## config.mk

```make
export PLATFORM = sky130hd
export DESIGN_NAME = fft_sched
export DESIGN_NICKNAME = d
export VERILOG_FILES = /design/src/rtl/fft_pkg.sv /design/src/rtl/fft_tag_fifo.sv /design/src/rtl/fft_sched.sv
export SDC_FILE = /design/constraint.sdc
export NUM_CORES = 1
export LEC_CHECK = 0
export CORE_ASPECT_RATIO = 1.4
export CORE_MARGIN = 8
export CORE_UTILIZATION = 45
export CTS_CLUSTER_DIAMETER = 150
export DETAILED_ROUTE_END_ITERATION = 6
export GPL_TIMING_DRIVEN = 0
export PLACE_DENSITY = 0.81
export SLEW_MARGIN = 20
export SYNTH_ARGS = -nofsm -noshare
export SYNTH_HDL_FRONTEND = slang
export SYNTH_SLANG_ARGS = --single-unit
```

## constraint.sdc

```tcl
create_clock -name clk -period 3.1 [get_ports clk]
set_input_delay 0.62 -clock clk [delete_from_list [all_inputs] [get_ports clk]]
set_output_delay 0.62 -clock clk [all_outputs]
set_load 0.005 [all_outputs]
```

## src/rtl/fft_pkg.sv

```systemverilog
// Shared types and defaults for the two-requester FFT frame scheduler.
package fft_pkg;
    localparam int N_POINT_DEF = 1024;
    localparam int SAMPLE_W    = 32;

    typedef enum logic {
        IDLE = 1'b0,
        FEED = 1'b1
    } state_e;

    // Requester id: 0 = s0/m0, 1 = s1/m1.
    typedef logic chan_t;

    // Round-robin pick: on a tie the channel not granted last wins,
    // otherwise the only requesting channel is taken.
    function automatic chan_t pick_chan(input logic v0, input logic v1, input chan_t last);
        if (v0 && v1) begin
            return ~last;
        end else if (v1) begin
            return 1'b1;
        end else begin
            return 1'b0;
        end
    endfunction
endpackage

```

## src/rtl/fft_tag_fifo.sv

```systemverilog
// Owner-tag FIFO: remembers which requester owns each frame inside the FFT core.
module fft_tag_fifo
    import fft_pkg::*;
#(
    parameter int DEPTH = 4
) (
    input  logic  clk,
    input  logic  n_reset,
    input  logic  push,
    input  chan_t push_data,
    input  logic  pop,
    output chan_t head,
    output logic  full,
    output logic  empty
);
    localparam int PTR_W = (DEPTH > 1) ? $clog2(DEPTH) : 1;
    localparam int CNT_W = $clog2(DEPTH + 1);

    chan_t            mem_q [DEPTH];
    logic [PTR_W-1:0] wr_ptr_q;
    logic [PTR_W-1:0] rd_ptr_q;
    logic [CNT_W-1:0] count_q;
    logic             do_push;
    logic             do_pop;

    assign full    = (count_q == CNT_W'(DEPTH));
    assign empty   = (count_q == '0);
    // A push is refused when full even if a pop lands in the same cycle.
    assign do_push = push && !full;
    assign do_pop  = pop && !empty;
    assign head    = mem_q[rd_ptr_q];

    function automatic logic [PTR_W-1:0] ptr_inc(input logic [PTR_W-1:0] p);
        return (p == PTR_W'(DEPTH - 1)) ? '0 : p + 1'b1;
    endfunction

    // Tag storage; contents are only meaningful while count_q covers them.
    always_ff @(posedge clk) begin
        if (do_push) begin
            mem_q[wr_ptr_q] <= push_data;
        end
    end

    // Pointer and occupancy bookkeeping.
    always_ff @(posedge clk or negedge n_reset) begin
        if (!n_reset) begin
            wr_ptr_q <= '0;
            rd_ptr_q <= '0;
            count_q  <= '0;
        end else begin
            if (do_push) wr_ptr_q <= ptr_inc(wr_ptr_q);
            if (do_pop)  rd_ptr_q <= ptr_inc(rd_ptr_q);
            case ({do_push, do_pop})
                2'b10:   count_q <= count_q + 1'b1;
                2'b01:   count_q <= count_q - 1'b1;
                default: count_q <= count_q;
            endcase
        end
    end
endmodule

```

## src/rtl/fft_sched.sv

```systemverilog
// Frame-granular round-robin scheduler feeding one FFT core from two requesters
// and routing results back to the frame owner.
module fft_sched
    import fft_pkg::*;
#(
    parameter int N_POINT   = N_POINT_DEF,
    parameter int GAP       = 6,
    parameter int OWN_DEPTH = 4
) (
    input  logic                clk,
    input  logic                n_reset,
    input  logic                s0_valid,
    input  logic [SAMPLE_W-1:0] s0_data,
    output logic                s0_ready,
    input  logic                s1_valid,
    input  logic [SAMPLE_W-1:0] s1_data,
    output logic                s1_ready,
    output logic                fft_i_strb,
    output logic [SAMPLE_W-1:0] fft_i_data,
    input  logic                fft_o_strb,
    input  logic [SAMPLE_W-1:0] fft_o_data,
    output logic                m0_strb,
    output logic                m1_strb,
    output logic [SAMPLE_W-1:0] m_data,
    output logic                busy,
    output logic                err_orphan
);
    localparam int CNT_W = $clog2(N_POINT);
    localparam int GAP_W = $clog2(GAP + 1);

    state_e              state_q, state_d;
    chan_t               last_grant_q, last_grant_d;
    logic [CNT_W-1:0]    in_cnt_q, in_cnt_d;
    logic [GAP_W-1:0]    gap_cnt_q, gap_cnt_d;
    logic                fi_strb_q, fi_strb_d;
    logic [SAMPLE_W-1:0] fi_data_q, fi_data_d;
    logic [CNT_W-1:0]    out_cnt_q, out_cnt_d;
    logic                m0_q, m0_d;
    logic                m1_q, m1_d;
    logic [SAMPLE_W-1:0] m_data_q, m_data_d;
    logic                err_q, err_d;

    logic                grant;
    chan_t               grant_ch;
    logic                feed_ready;
    logic                src_valid;
    logic [SAMPLE_W-1:0] src_data;
    logic                hs;
    logic                fifo_full;
    logic                fifo_empty;
    logic                fifo_pop;
    chan_t               head;

    // While feeding, the current owner is the channel granted last.
    assign src_valid  = last_grant_q ? s1_valid : s0_valid;
    assign src_data   = last_grant_q ? s1_data : s0_data;
    assign feed_ready = (state_q == FEED) && (gap_cnt_q == '0);
    assign s0_ready   = feed_ready && !last_grant_q;
    assign s1_ready   = feed_ready && last_grant_q;
    assign hs         = feed_ready && src_valid;
    assign grant_ch   = pick_chan(s0_valid, s1_valid, last_grant_q);
    assign grant      = (state_q == IDLE) && (s0_valid || s1_valid) && !fifo_full;

    assign fft_i_strb = fi_strb_q;
    assign fft_i_data = fi_data_q;
    assign m0_strb    = m0_q;
    assign m1_strb    = m1_q;
    assign m_data     = m_data_q;
    assign err_orphan = err_q;
    assign busy       = (state_q == FEED) || !fifo_empty;

    fft_tag_fifo #(
        .DEPTH (OWN_DEPTH)
    ) u_tag_fifo (
        .clk       (clk),
        .n_reset   (n_reset),
        .push      (grant),
        .push_data (grant_ch),
        .pop       (fifo_pop),
        .head      (head),
        .full      (fifo_full),
        .empty     (fifo_empty)
    );

    // Input side: grant a whole frame, then pace samples GAP cycles apart.
    always_comb begin
        state_d      = state_q;
        last_grant_d = last_grant_q;
        in_cnt_d     = in_cnt_q;
        gap_cnt_d    = gap_cnt_q;
        fi_strb_d    = 1'b0;
        fi_data_d    = fi_data_q;
        if (gap_cnt_q != '0) begin
            gap_cnt_d = gap_cnt_q - 1'b1;
        end
        case (state_q)
            IDLE: begin
                if (grant) begin
                    state_d      = FEED;
                    last_grant_d = grant_ch;
                    in_cnt_d     = '0;
                    gap_cnt_d    = '0;
                end
            end
            FEED: begin
                if (hs) begin
                    fi_strb_d = 1'b1;
                    fi_data_d = src_data;
                    gap_cnt_d = GAP_W'(GAP - 1);
                    in_cnt_d  = in_cnt_q + 1'b1;
                    if (in_cnt_q == CNT_W'(N_POINT - 1)) begin
                        state_d = IDLE;
                    end
                end
            end
            default: state_d = IDLE;
        endcase
    end

    // Output side: route each result to the owner at the FIFO head; last sample pops.
    always_comb begin
        m0_d      = 1'b0;
        m1_d      = 1'b0;
        m_data_d  = m_data_q;
        out_cnt_d = out_cnt_q;
        err_d     = err_q;
        fifo_pop  = 1'b0;
        if (fft_o_strb) begin
            if (fifo_empty) begin
                err_d = 1'b1;
            end else begin
                m_data_d  = fft_o_data;
                m0_d      = (head == 1'b0);
                m1_d      = (head == 1'b1);
                out_cnt_d = out_cnt_q + 1'b1;
                if (out_cnt_q == CNT_W'(N_POINT - 1)) begin
                    fifo_pop = 1'b1;
                end
            end
        end
    end

    // State registers; last_grant resets to 1 so channel 0 wins the first tie.
    always_ff @(posedge clk or negedge n_reset) begin
        if (!n_reset) begin
            state_q      <= IDLE;
            last_grant_q <= 1'b1;
            in_cnt_q     <= '0;
            gap_cnt_q    <= '0;
            fi_strb_q    <= 1'b0;
            fi_data_q    <= '0;
            out_cnt_q    <= '0;
            m0_q         <= 1'b0;
            m1_q         <= 1'b0;
            m_data_q     <= '0;
            err_q        <= 1'b0;
        end else begin
            state_q      <= state_d;
            last_grant_q <= last_grant_d;
            in_cnt_q     <= in_cnt_d;
            gap_cnt_q    <= gap_cnt_d;
            fi_strb_q    <= fi_strb_d;
            fi_data_q    <= fi_data_d;
            out_cnt_q    <= out_cnt_d;
            m0_q         <= m0_d;
            m1_q         <= m1_d;
            m_data_q     <= m_data_d;
            err_q        <= err_d;
        end
    end
endmodule

```

# == Word level (Yosys, flattened, before mapping) ==
# Memories as Yosys holds them, arrays and structs flattened.
# Index checks and enable logic that the tools add are counted.
# word_totals
rom_bits,0
n_memories,1
ramBits,4
latch_bits,0
word_cells,87
register_bits,100
output_inout_bits,71
in_bits,101
# classes
bitwise,4
n_reduce_logical,23
addsub,7
n_eq_ne,9
shift,0
n_div,0
n_lt_le_gt_ge,0
n_mul,0
mux,29
# memory_table
memory,depth,width,rd,rd_clocked_by_memory_dff,write_ports,line,text
u_tag_fifo.mem_q,4,1,1,0,1,fft_tag_fifo.sv:19,chan_t mem_q [DEPTH];
# op_table
op,n
$mux W32,1
$add A10 B1 Y10 const B,2
$eq A10 B10 Y1 const B,2
$mux W10,2
$pmux W10 S2,1
$mux W1,17
$pmux W3 S2,2
$reduce_and A2 Y1,5
$logic_and A1 B1 Y1,9
$mux W3,3
$eq A2 B2 Y1 const B,3
$logic_not A3 Y1,2
$sub A3 B1 Y3 const B,2
$add A2 B1 Y2 const B,2
$mux W2,2
$ne A2 B1 Y1 const B,2
$not A1 Y1,4
$add A3 B1 Y3 const B,1
$eq A3 B3 Y1 const B,1
$logic_not A1 Y1,3
$reduce_bool A3 Y1,1
$eq A2 B1 Y1 const B,1
$logic_or A1 B1 Y1,2
$pmux W1 S2,1
$reduce_bool A2 Y1,1

# == Depth between registers and ports, before layout ==
# logic_depth
ltp_word,7
mapped_depth,11
mapped_depth_nobuf,9

# == Cells and area by module ==
# Synthesis repeated with hierarchy kept, for this count alone.
# hier_totals
cells_unflattened,390
hier_area_um2,4653.2
# modules_own_cells
module,area_each_um2,seq_area_each_um2,cells_each,n_inst
fft_sched,4023.9,2328.5,345,1
fft_tag_fifo,629.4,295.3,45,1

# == Worst setup path after synthesis ==
# OpenSTA, ideal clock, no wires.
# synth_timing
kind,register to register
start,register u_tag_fifo.count_q[0]
end,register u_tag_fifo.count_q[2]
required_ns,3.021
path_stages_with_launch,12
setup_slack_ns,0.867
arrival_time_ns,2.154
n_path_buf,2
synth_period_minus_slack_ns,2.233
setup_time_ns,0.079
path_cell_list,dfrtp_1 -> or3b_1 -> buf_6 -> and2_4 -> buf_6 -> inv_1 -> ha_1 -> inv_1 -> fa_1 -> xor2_1 -> nor2_1 -> xor2_1
# synth_via
elab_chain_len,6
word_cells_on_any_way,15
cone_classes,add/sub: 2; eq/ne: 3; mux: 3; reduce/logical: 7
# synth_rtl
item,line,text
"start, declared",fft_tag_fifo.sv:22,logic [CNT_W-1:0] count_q;
"start signal, assigned",fft_tag_fifo.sv:54,2'b10: count_q <= count_q + 1'b1;
"start signal, assigned",fft_tag_fifo.sv:55,2'b01: count_q <= count_q - 1'b1;
"start signal, assigned",fft_tag_fifo.sv:56,default: count_q <= count_q;
$logic_not A3 Y1 / $eq A3 B3 Y1 (equally long branches),"fft_tag_fifo.sv:27, fft_tag_fifo.sv:26",
$mux W1 / $logic_not A1 Y1 (equally long branches),"fft_sched.sv:129, fft_tag_fifo.sv:29, fft_sched.sv:62",
$mux W1 / $logic_and A1 B1 Y1 (equally long branches),"fft_sched.sv:128, fft_sched.sv:62",
$logic_and A1 B1 Y1 (on tied branches),"fft_tag_fifo.sv:30, fft_tag_fifo.sv:29",
$eq A2 B1 Y1 / $eq A2 B2 Y1 (equally long branches),fft_tag_fifo.sv:53,"case ({do_push, do_pop})"
$pmux W3 S2 / $reduce_bool A2 Y1 (equally long branches),-,
# Several ways; a longest one is shown, not always the timed one.
# A chain may end at the register's enable or synchronous reset.

# == Worst setup path in the final report ==
# layout_timing
start,register last_grant_q
end,output port s1_ready
# layout_via
elab_chain_len,1
# layout_rtl
item,line,text
"start, declared",fft_sched.sv:32,"chan_t last_grant_q, last_grant_d;"
"start signal, assigned",fft_sched.sv:159,last_grant_q <= last_grant_d;
$logic_and A1 B1 Y1,fft_sched.sv:59,assign s1_ready = feed_ready && last_grant_q;
"end, declared",fft_sched.sv:17,"output logic s1_ready,"
# Every way passes these cells.

==> metrics.yaml <==
clocking:
  clock_latency_ns: 0.34
  cts_num_sinks: 104
  clk_pin_slew_worst_paths_ns: 0.07
  clock_path_buffers: 2
  htreeDepth: 3
  cts_tree: "done"
  clk_root_buffer_cell: "clkbuf_16"
  cts_resized: 0
  cts_made_buffers: 9
worst_setup_path:
  crit_buf_inv: 2
  critPathSlowestCell: "dfstp_2"
  r2r_cells: 11
  critPathKind: "reg -> out"
  crit_chain: "buf_2 -> and2_1 -> clkdlybuf4s50_1"
  cp_top_family: "buffers and inverters"
  reg2reg_from: "u_tag_fifo.count_q[0]"
  worstPathMaxFanout: 19
  worstPathRequired_ns: 2.48
  critPathLaunchType: "register"
  crit_start: "last_grant_q"
  endpoint_kind: "output pin"
  cpPeakStageDelay_ns: 0.53
  worstSetupPathDepth: 3
  worstPathArrival_ns: 2.01
cells_and_area:
  n_antenna_cell: 0
  final_common_cell: "clkdlybuf4s50_1"
  layout-drive-gt1-share_pct: 7.07
  design_area_um2: 6900
  layout_common_cells: "clkdlybuf4s50_1, nand2_1, dfrtp_1, o21ai_0, mux2i_1"
  fin_util_pct: 67.1
  nets: 758
  area_delta_synth_final_pct: 47.1
detailed_routing:
  wl_per_cell_um: 16.4
  finalWirelength_um: 13000
  dr.pass1.iters: 4
  drc: 0
  drt-vias-per-instance: 5.01
  num_vias: 3949
  ant_nets: 0
  drtIter0Drc: 143
timing:
  skew_ns: 0.00650
  rsz0062_at_grt: "false"
  period_needed_ns: 2.63
  worst_slew_pin_slew_ns: 0.516
  fin_crit_sh_pct: 84.9
  setup_viol: 0
  relSlewSlack_pct: 65.6
  hold_viol_final: 0
  max_freq_ghz: 0.380
  drv_slew: 0
die:
  die_w_um: 102
  die_y_um: 137
  design.core.area_um2: 10300
  rows: 44
  pin_count: 172
  initial_core_util_pct: 45.6
  die-area_um2: 14000
synthesis:
  synthArstFlopShare_pct: 96.2
  yosysUniqueCellTypes: 48
  synth_area_um2: 4690
  yosysSeqAreaShare_pct: 55.9
  synth_nets: 576
  ys.flop_type: "dfrtp_1"
  yosysWarnings: 0
  ys_seq_elements: 104
  synth_cells: 464
  syn_area_per_cell_um2: 10.1
  synth-edff-count: 4
placed_design:
  postPlaceCellArea_um2: 6610
  dp_hpwl_um: 10400
  io_buffers: 171
  place.gp.congestion: 0.826
worst_hold_path:
  hold_path_class: "in -> async"
global_routing:
  antenna_found_initial: 0
  grt_max_degree: 55
  grt_pass1_wl_um: 20400
  grt_pass1_vias: 4117
  grt_use_total_pct: 18.8
  grt-ovfl-total: 0
power:
  power.static_leakage_nw: 3.14
  vdd_drop_max_mv: 0.372
  power.density_nw_per_um2: 709
run:
  max_cap_viol_count: 0
status:
  status: "complete, no violations"
where the power goes:
group          leakage, nW  total [mW]  switching [mW]  internal [mW]
Sequential            1.24        1.96           0.231           1.73
Clock                0.154        1.14           0.490          0.651
Combinational         1.75        1.79           0.840          0.950
routing by layer:
layer / share of wire, % / global-route usage (%)
met5: 0 / 0
met4: 2.0 / 7.86
met3: 8.2 / 5.60
met2: 52 / 32.7
met1: 38 / 20.7
worst paths after layout:
| kind | endpoint | slack, ns |
|---|---|---|
| max | s1_ready | 0.47 |
| min | m_data[1] | 0.21 |
| max reg2reg | u_tag_fifo.count_q[2] | 0.65 |
| min reg2reg | m_data[2] | 0.47 |
| max in group asynchronous | fft_i_data[25] | 2.28 |
| min in group clk | m_data[2] | 0.47 |
cell type report:
class / count / area (µm²)
Fill cell: 803 / 3390
Clock buffer: 10 / 239
Buffer: 22 / 110
Tap cell: 138 / 173
Inverter: 12 / 45.0
Multi-Input combinational cell: 325 / 1910
Sequential cell: 104 / 2620
Clock inverter: 6 / 63.8
Timing Repair Buffer: 172 / 1740
timing repair:
| item | CTS | global route |
|---|---|---|
| hold buffers | 0 | 0 |
| setup buffers | 0 | 0 |
| endpoints found under the setup margin | 0 | 1 |
cell families (layout without fill, tap and decap cells):
| logic type | after synthesis | after routing | share of synthesized area, % |
|---|---|---|---|
| AO/OA/AOI/OAI | 55 | 55 | 7.49 |
| XOR/XNOR | 13 | 13 | 2.43 |
| adder cells (fa/ha/maj) | 11 | 11 | 3.09 |
| buffers and inverters | 35 | 222 | 3.39 |
| flip-flops | 104 | 104 | 55.9 |
| multiplexers | 39 | 39 | 8.67 |
| AND/OR/NAND/NOR | 207 | 207 | 19.0 |
Yosys cell counts, drive strengths merged, types with 2 or more instances:
cell / instances / area (µm²)
nand2: 154 / 581
dfrtp: 99 / 2480
o21ai: 37 / 185
mux2i: 35 / 350
buf: 14 / 80.1
inv: 12 / 45.0
ha: 10 / 125
nor2: 10 / 37.5
clkbuf: 9 / 33.8
and2: 7 / 47.6
and3: 7 / 48.8
nand3: 7 / 35.0
xnor2: 7 / 61.3
nor3: 6 / 30.0
nor4: 6 / 37.5
xor2: 6 / 52.6
edfxtp: 4 / 120
a221o: 3 / 30.0
mux2: 3 / 33.8
a21oi: 2 / 10.0
nand4: 2 / 12.5
nand4b: 2 / 17.5
nor2b: 2 / 12.5
o211ai: 2 / 15.0
stage by stage:
stage	hold WS (ns)	power (mW)	instances	TNS [ns]	setup slack [ns]
2_1_floorplan	0.324	2.83	464	0	0.867
3_5_place_dp	0.461	3.80	774	0	0.166
5_1_grt	0.237	5.20	789	0	0.324
3_3_place_gp	0.450	3.71	773	-218.85	-2.21
4_1_cts	0.224	4.95	790	0	0.0212
6_report	0.207	4.89	789	0	0.469
worst register-to-register path, stage by stage (launching register included):
cell	delay [ns]
dfrtp_1	0.43
or3b_1	0.39
buf_6	0.15
and2_4	0.13
buf_6	0.13
inv_1	0.07
ha_1	0.18
inv_1	0.06
fa_1	0.38
xor2_1	0.16
nor2_1	0.13
xor2_1	0.17
registers in the layout, summed over array words and instances (netlist names):
signal / count
u_tag_fifo.mem_q: 4
out_cnt_q: 10
m1_strb: 1
last_grant_q: 1
u_tag_fifo.rd_ptr_q: 2
u_tag_fifo.count_q: 3
m0_strb: 1
gap_cnt_q: 3
u_tag_fifo.wr_ptr_q: 2
in_cnt_q: 10
fft_i_strb: 1
m_data: 32
state_q: 1
fft_i_data: 32
err_orphan: 1
No activity file was read; power rests on OpenSTA's default activity.
